### src/rtl/ubbe_pkg.sv
// Shared encodings and pattern constants for the ubbe LED bank controller.
package ubbe_pkg;

    typedef enum logic [1:0] {
        MODE_COUNT = 2'd0,
        MODE_SCAN  = 2'd1,
        MODE_BLINK = 2'd2,
        MODE_OFF   = 2'd3
    } mode_e;

    localparam logic DIR_LEFT  = 1'b0;
    localparam logic DIR_RIGHT = 1'b1;

    localparam logic [7:0] SCAN_INIT = 8'h01;
    localparam logic [7:0] LED_CLEAR = 8'h00;

    function automatic mode_e next_mode(input mode_e m);
        case (m)
            MODE_COUNT: next_mode = MODE_SCAN;
            MODE_SCAN:  next_mode = MODE_BLINK;
            MODE_BLINK: next_mode = MODE_OFF;
            default:    next_mode = MODE_COUNT;
        endcase
    endfunction

    // Pattern loaded on the edge a mode is entered.
    function automatic logic [7:0] init_led(input mode_e m);
        init_led = (m == MODE_SCAN) ? SCAN_INIT : LED_CLEAR;
    endfunction

endpackage

### src/rtl/ubbe_debounce.sv
// Two-flop synchronizer plus counting debouncer for one raw push button.
module ubbe_debounce #(
    parameter logic [15:0] DEBOUNCE_CYCLES = 16'd50000
) (
    input  logic clk,
    input  logic reset,
    input  logic btn,
    output logic level,
    output logic press
);

    logic        sync1_q, sync2_q;
    logic        level_q, level_d;
    logic        press_q, press_d;
    logic [15:0] cnt_q, cnt_d;

    always_comb begin
        cnt_d   = cnt_q;
        level_d = level_q;
        press_d = 1'b0;
        if (sync2_q == level_q) begin
            cnt_d = '0;
        end else if (cnt_q == DEBOUNCE_CYCLES) begin
            // Flip and clear together; only a rising flip is a press.
            level_d = ~level_q;
            cnt_d   = '0;
            press_d = ~level_q;
        end else begin
            cnt_d = cnt_q + 16'd1;
        end
    end

    always_ff @(posedge clk or posedge reset) begin
        if (reset) begin
            sync1_q <= 1'b0;
            sync2_q <= 1'b0;
            cnt_q   <= '0;
            level_q <= 1'b0;
            press_q <= 1'b0;
        end else begin
            sync1_q <= btn;
            sync2_q <= sync1_q;
            cnt_q   <= cnt_d;
            level_q <= level_d;
            press_q <= press_d;
        end
    end

    assign level = level_q;
    assign press = press_q;

endmodule

### src/rtl/ubbe_led_ctrl.sv
// LED bank controller: step prescaler, two debounced buttons and the
// mode/pause FSM driving the registered LED pattern.
module ubbe_led_ctrl
    import ubbe_pkg::*;
#(
    parameter logic [31:0] TICK_DIV        = 32'h0100000,
    parameter logic [15:0] DEBOUNCE_CYCLES = 16'd50000
) (
    input  logic       clk,
    input  logic       reset,
    input  logic       btn_mode,
    input  logic       btn_pause,
    output logic [7:0] led,
    output logic [1:0] mode,
    output logic       paused,
    output logic       tick
);

    logic [31:0] div_q, div_d;
    logic        tick_q, tick_d;
    mode_e       mode_q, mode_d;
    logic [7:0]  led_q, led_d;
    logic        dir_q, dir_d;
    logic        paused_q, paused_d;

    logic mode_press, pause_press;
    logic mode_level, pause_level;

    ubbe_debounce #(.DEBOUNCE_CYCLES(DEBOUNCE_CYCLES)) u_db_mode (
        .clk   (clk),
        .reset (reset),
        .btn   (btn_mode),
        .level (mode_level),
        .press (mode_press)
    );

    ubbe_debounce #(.DEBOUNCE_CYCLES(DEBOUNCE_CYCLES)) u_db_pause (
        .clk   (clk),
        .reset (reset),
        .btn   (btn_pause),
        .level (pause_level),
        .press (pause_press)
    );

    // Levels are kept for board-level debug taps; the FSM only needs pulses.
    logic unused_levels;
    assign unused_levels = mode_level ^ pause_level;

    always_comb begin
        div_d  = (div_q == TICK_DIV) ? '0 : div_q + 32'd1;
        tick_d = (div_q == TICK_DIV);
    end

    always_comb begin
        mode_d   = mode_q;
        led_d    = led_q;
        dir_d    = dir_q;
        // Old paused value gates this cycle's step; the toggle applies next.
        paused_d = paused_q ^ pause_press;
        if (mode_press) begin
            mode_d = next_mode(mode_q);
            led_d  = init_led(next_mode(mode_q));
            dir_d  = DIR_LEFT;
        end else if (tick_q && !paused_q) begin
            case (mode_q)
                MODE_COUNT: led_d = led_q + 8'd1;
                MODE_SCAN: begin
                    if (dir_q == DIR_LEFT) begin
                        led_d = {led_q[6:0], 1'b0};
                        if (led_q[6]) dir_d = DIR_RIGHT;
                    end else begin
                        led_d = {1'b0, led_q[7:1]};
                        if (led_q[1]) dir_d = DIR_LEFT;
                    end
                end
                MODE_BLINK: led_d = ~led_q;
                default:    led_d = LED_CLEAR;
            endcase
        end
    end

    always_ff @(posedge clk or posedge reset) begin
        if (reset) begin
            div_q    <= '0;
            tick_q   <= 1'b0;
            mode_q   <= MODE_COUNT;
            led_q    <= LED_CLEAR;
            dir_q    <= DIR_LEFT;
            paused_q <= 1'b0;
        end else begin
            div_q    <= div_d;
            tick_q   <= tick_d;
            mode_q   <= mode_d;
            led_q    <= led_d;
            dir_q    <= dir_d;
            paused_q <= paused_d;
        end
    end

    assign led    = led_q;
    assign mode   = mode_q;
    assign paused = paused_q;
    assign tick   = tick_q;

endmodule

### config.mk
export PLATFORM = sky130hd
export DESIGN_NAME = ubbe_led_ctrl
export DESIGN_NICKNAME = d
export VERILOG_FILES = /design/src/rtl/ubbe_pkg.sv /design/src/rtl/ubbe_debounce.sv /design/src/rtl/ubbe_led_ctrl.sv
export SDC_FILE = /design/constraint.sdc
export NUM_CORES = 1
export LEC_CHECK = 0
export CAP_MARGIN = 5
export CORE_ASPECT_RATIO = 1.25
export CORE_MARGIN = 2
export CORE_UTILIZATION = 54
export DETAILED_ROUTE_END_ITERATION = 8
export PLACE_DENSITY = 0.72
export SLEW_MARGIN = 40
export SYNTH_ARGS = -nofsm -noshare
export SYNTH_HDL_FRONTEND = slang
export SYNTH_SLANG_ARGS = --single-unit
### constraint.sdc
create_clock -name clk -period 3.6 [get_ports clk]
set_input_delay 0.54 -clock clk [delete_from_list [all_inputs] [get_ports clk]]
set_output_delay 0.54 -clock clk [all_outputs]
set_load 0.05 [all_outputs]
==> results summary <==
The run finished with clean final reports. Global routing used 21.38% of the available tracks across all layers. The number of clock buffers inserted by TritonCTS came out at 9. The total of hold buffers inserted after clock tree synthesis came out at 0.

The number of port buffers came out at 15. Summed over all cells, the static leakage comes to 1.993 nW. STA classifies the critical path startpoint as a register. The most common cell in the synthesized netlist is sky130_fd_sc_hd__dfrtp_1.

The switching portion of total power came out at approximately 22%. The sequential fraction of design power came out at 58.5%. Sorting the synthesized cells by how often they occur yields sky130_fd_sc_hd__dfrtp_1, sky130_fd_sc_hd__nor2_1, sky130_fd_sc_hd__xnor2_1. Along the worst path, the maximum fanout reaches 8. The number of buffers added for setup after CTS came out at 0. The core region is 7445 um^2.

The average footprint of a synthesized cell came out at between 10 and 15 um^2. The final routed DRC violation total came out at 0. The portion of the clock cycle consumed by the worst path in the final layout came out at approximately 62%.

The count of antenna-violating nets left after detailed routing is 0. The number of DRC violations after detailed-routing iteration 0 is 196. Compared with the post-synthesis result, the final layout area differs by 10.84%.

The worst register-to-register path begins at div_q[0]. The final layout contains about 440 nets. The combinational share of power came out at 2.5%. The number of distinct library cells after synthesis came out at 38. The critical path goes through clkdlybuf4s50_1. The slew at the pin with the worst max-slew slack came out at 639.9 ps.

The total of cells resized after clock tree synthesis came out at 0. The die is 82.67 um wide. The worst hold path passes through 0 cells. The analysis attributes to net switching a power of roughly 0.37 mW. The total internal power came out at 1.287 mW.

The post-route setup TNS came out at 0 ps. The class of the tightest hold or removal check is reg2reg. The total count of max-transition violations in the final report is 0. The startpoint of the tightest hold check path is u_db_pause.sync1_q. The critical path arrival is 1700 ps. The number of placed I/O pins is 16. The final critical-path setup slack is 1362 ps. Setup repair after global routing left no endpoint under its margin. The H-tree was split into 3 levels.

The height of the chip is 102.3 um. The maximum number of buffers from clock root to sink is 2. The die covers approximately 8500 um^2. The number of antenna violations at the first check in global routing is 0. The number of cells traversed by the worst register-to-register path is 5. The power per cell area is 358.0 nW/um^2. The final worst clock skew came out at around 8.0 ps. The wire length of the first global-routing pass came out at 14,100 um.

The gate count after technology mapping is 402. The count of inserted antenna diode cells is 0. The maximum frequency from static timing analysis came out at ~450 MHz. When the netlist entered floorplanning its net count stood at 417.

The clock transition at the register clock pins on the worst setup and hold paths after CTS came out at roughly 80 ps. STA classifies the critical path endpoint as a primary output. On the critical path, the stage with the largest delay is an instance of sky130_fd_sc_hd__clkdlybuf4s50_1. For this run, the leading register cell type out of synthesis is sky130_fd_sc_hd__dfrtp_1. The max capacitance violation total came out at 0.

The global placement routability congestion came out at approximately 0.87. The count of synthesis-stage warnings from yosys came out at 0. The HPWL after detailed placement came out at 5395 um. The post-synthesis register bit count came out at 85. The logic depth of the worst setup path including buffers is 1. The residual overflow from global routing came out at 0. The largest total area in the synthesized netlist belongs to sky130_fd_sc_hd__dfrtp_1.

The synthesized design devotes to its leading area cell type 50.91% of total area. Setup violations remaining at the end of the flow were counted as 0. The number of search-and-repair iterations in the first detailed-routing pass came out at 5. The post-detailed-route wirelength per cell came out at 15.08 um. The clock sink count is 85. Once placement completed, the tool counted placed cells totaling 504. The total via count after detailed routing is roughly 3.0k. The sequential fraction of the synthesis area is 50.91%. For this block, the routed nets add up to 7827 um of wire.

The family of cells with the greatest summed delay on the critical path is buffers and inverters. The minimum hold slack came out at 350.5 ps. The overall power consumption is 1.658 mW. The via count of the first global-routing pass is around 3.1k. The effective utilization at floorplan is 56.12%. On the worst path, the slowest cell contributes a delay of 850 ps. The number of flops mapped to enable cells by yosys came out at 0. The number of buffers and inverters on the critical path is 1. Excluding fillers, the count of instances in the completed layout stands at approximately 520. The worst ir drop on vdd is 0.2542 mV.

The pin count of the biggest net entering global routing came out at 32. The TritonCTS clock tree is yes. The count of endpoints failing hold in the final timing report came to 0. By area the synthesized netlist is led by sky130_fd_sc_hd__dfrtp_1, sky130_fd_sc_hd__xnor2_1, sky130_fd_sc_hd__xor2_1. The per-cell via count in the routed design came out at 5.871. Tracing the worst setup path back leads to its startpoint at led[3]. The post-synthesis instance area came out at 4178 um^2. The cell sitting at the root of the clock tree is a sky130_fd_sc_hd__clkbuf_8.

The layout has 632 filler cells. The later pin in the worst-skew pair is clocked with a latency of 350 ps. The data required time of the worst path came out at between 3000 and 4000 ps. The layout cell share with drive strength beyond 1 came out at around 6.6%.

In this run the core area contains 35 standard-cell rows. Of all flip-flops after synthesis, the portion carrying an async set or reset was 100.0%. The worst slack at placement is 1505 ps.

The share of total power dissipated in the clock network is roughly two fifths. The minimum clock period came out at roughly 2200 ps. The setup path with the least slack is of type reg2out. The tightest slew margin relative to the limit came out at roughly 57%.
worst register-to-register path: cells and delay by family, from the launching register on:
family / cells / cell delay [ps]
and+or+nand+nor: 3 / 900
DFF: 1 / 410
adders and majority gates: 1 / 240
xor gates and xnor gates: 1 / 170
cell type report:
class	instances	area, um^2	share of cell area, %
Sequential cell	85	2127	45.93
Multi-Input combinational cell	292	1974	42.64
Timing Repair Buffer	17	165.2	3.567
Clock buffer	10	127.6	2.756
Tap cell	92	115.1	2.486
Inverter	18	68.82	1.486
Clock inverter	5	52.55	1.135
per-layer routing:
layer  wire, um  vias up  part of all wire (%)  track usage, %
met3        253       14                   3.2           3.357
met4        126        0                   1.6           9.079
met2       3923       65                    50           36.29
met1       3524     1489                    45           26.95
li1           -     1479                     -               -
met5          0        -                     0               0
cells in the final DEF, fill, tap and decap left out, types with 8 or more instances in the layout:
cell type,n
sky130_fd_sc_hd__xor2_1,28
sky130_fd_sc_hd__o21ai_0,12
sky130_fd_sc_hd__nor4_1,9
sky130_fd_sc_hd__a21oi_1,8
sky130_fd_sc_hd__xnor2_1,31
sky130_fd_sc_hd__dfrtp_1,85
sky130_fd_sc_hd__inv_1,17
sky130_fd_sc_hd__clkdlybuf4s50_1,15
sky130_fd_sc_hd__nor2_1,41
sky130_fd_sc_hd__and3_1,15
sky130_fd_sc_hd__nand3_1,22
sky130_fd_sc_hd__nand2_1,16
sky130_fd_sc_hd__nand4_1,30
sky130_fd_sc_hd__ha_1,11
sky130_fd_sc_hd__and4_1,9
sky130_fd_sc_hd__clkbuf_8,9
path summary, 6_finish.rpt:
| kind | end | slack [ps] |
|---|---|---|
| max in group asynchronous | u_db_mode.press | 2320 |
| min | u_db_pause.sync2_q | 350 |
| min in group asynchronous | u_db_mode.cnt_q[15] | 520 |
| max reg2reg | div_q[28] | 1770 |
| min reg2reg | u_db_pause.sync2_q | 350 |
| max | led[3] | 1360 |
power groups by stage:
stage | combinational (mW) | clock (mW) | sequential [mW]
finish | 0.0419 | 0.647 | 0.969
detailed placement | 0.0438 | 0 | 0.988
global route | 0.0507 | 0.705 | 0.971
global placement | 0.0430 | 0 | 0.988
floorplan | 0.0296 | 0 | 0.987
CTS | 0.0441 | 0.663 | 0.969
stage by stage:
step / util (%) / area (um^2)
after floorplan: - / 4178
after global placement: 59.53 / 4432
after detailed placement: 59.70 / 4444
after CTS: 62.12 / 4624
after global routing: 62.20 / 4631
final: 62.20 / 4631
kinds of logic after synthesis:
| logic type | Yosys count | share of synthesized area (%) |
|---|---|---|
| simple gates | 177 | 23.69 |
| flops | 85 | 50.91 |
| xor+xnor | 59 | 12.37 |
| compound gates | 37 | 5.451 |
| buf+inv | 25 | 2.276 |
| fa+ha+maj | 11 | 3.294 |
| mux | 8 | 2.007 |
state kept, by name (all words and copies together), names as in the netlist:
name / flops
led: 8
dir_q: 1
div_q: 32
mode: 2
tick: 1
u_db_pause.sync1_q: 1
u_db_mode.level: 1
u_db_pause.cnt_q: 16
u_db_pause.press: 1
u_db_mode.cnt_q: 16
u_db_mode.sync2_q: 1
u_db_mode.press: 1
u_db_pause.level: 1
u_db_mode.sync1_q: 1
u_db_pause.sync2_q: 1
paused: 1
(Power assumes the default switching activity.)
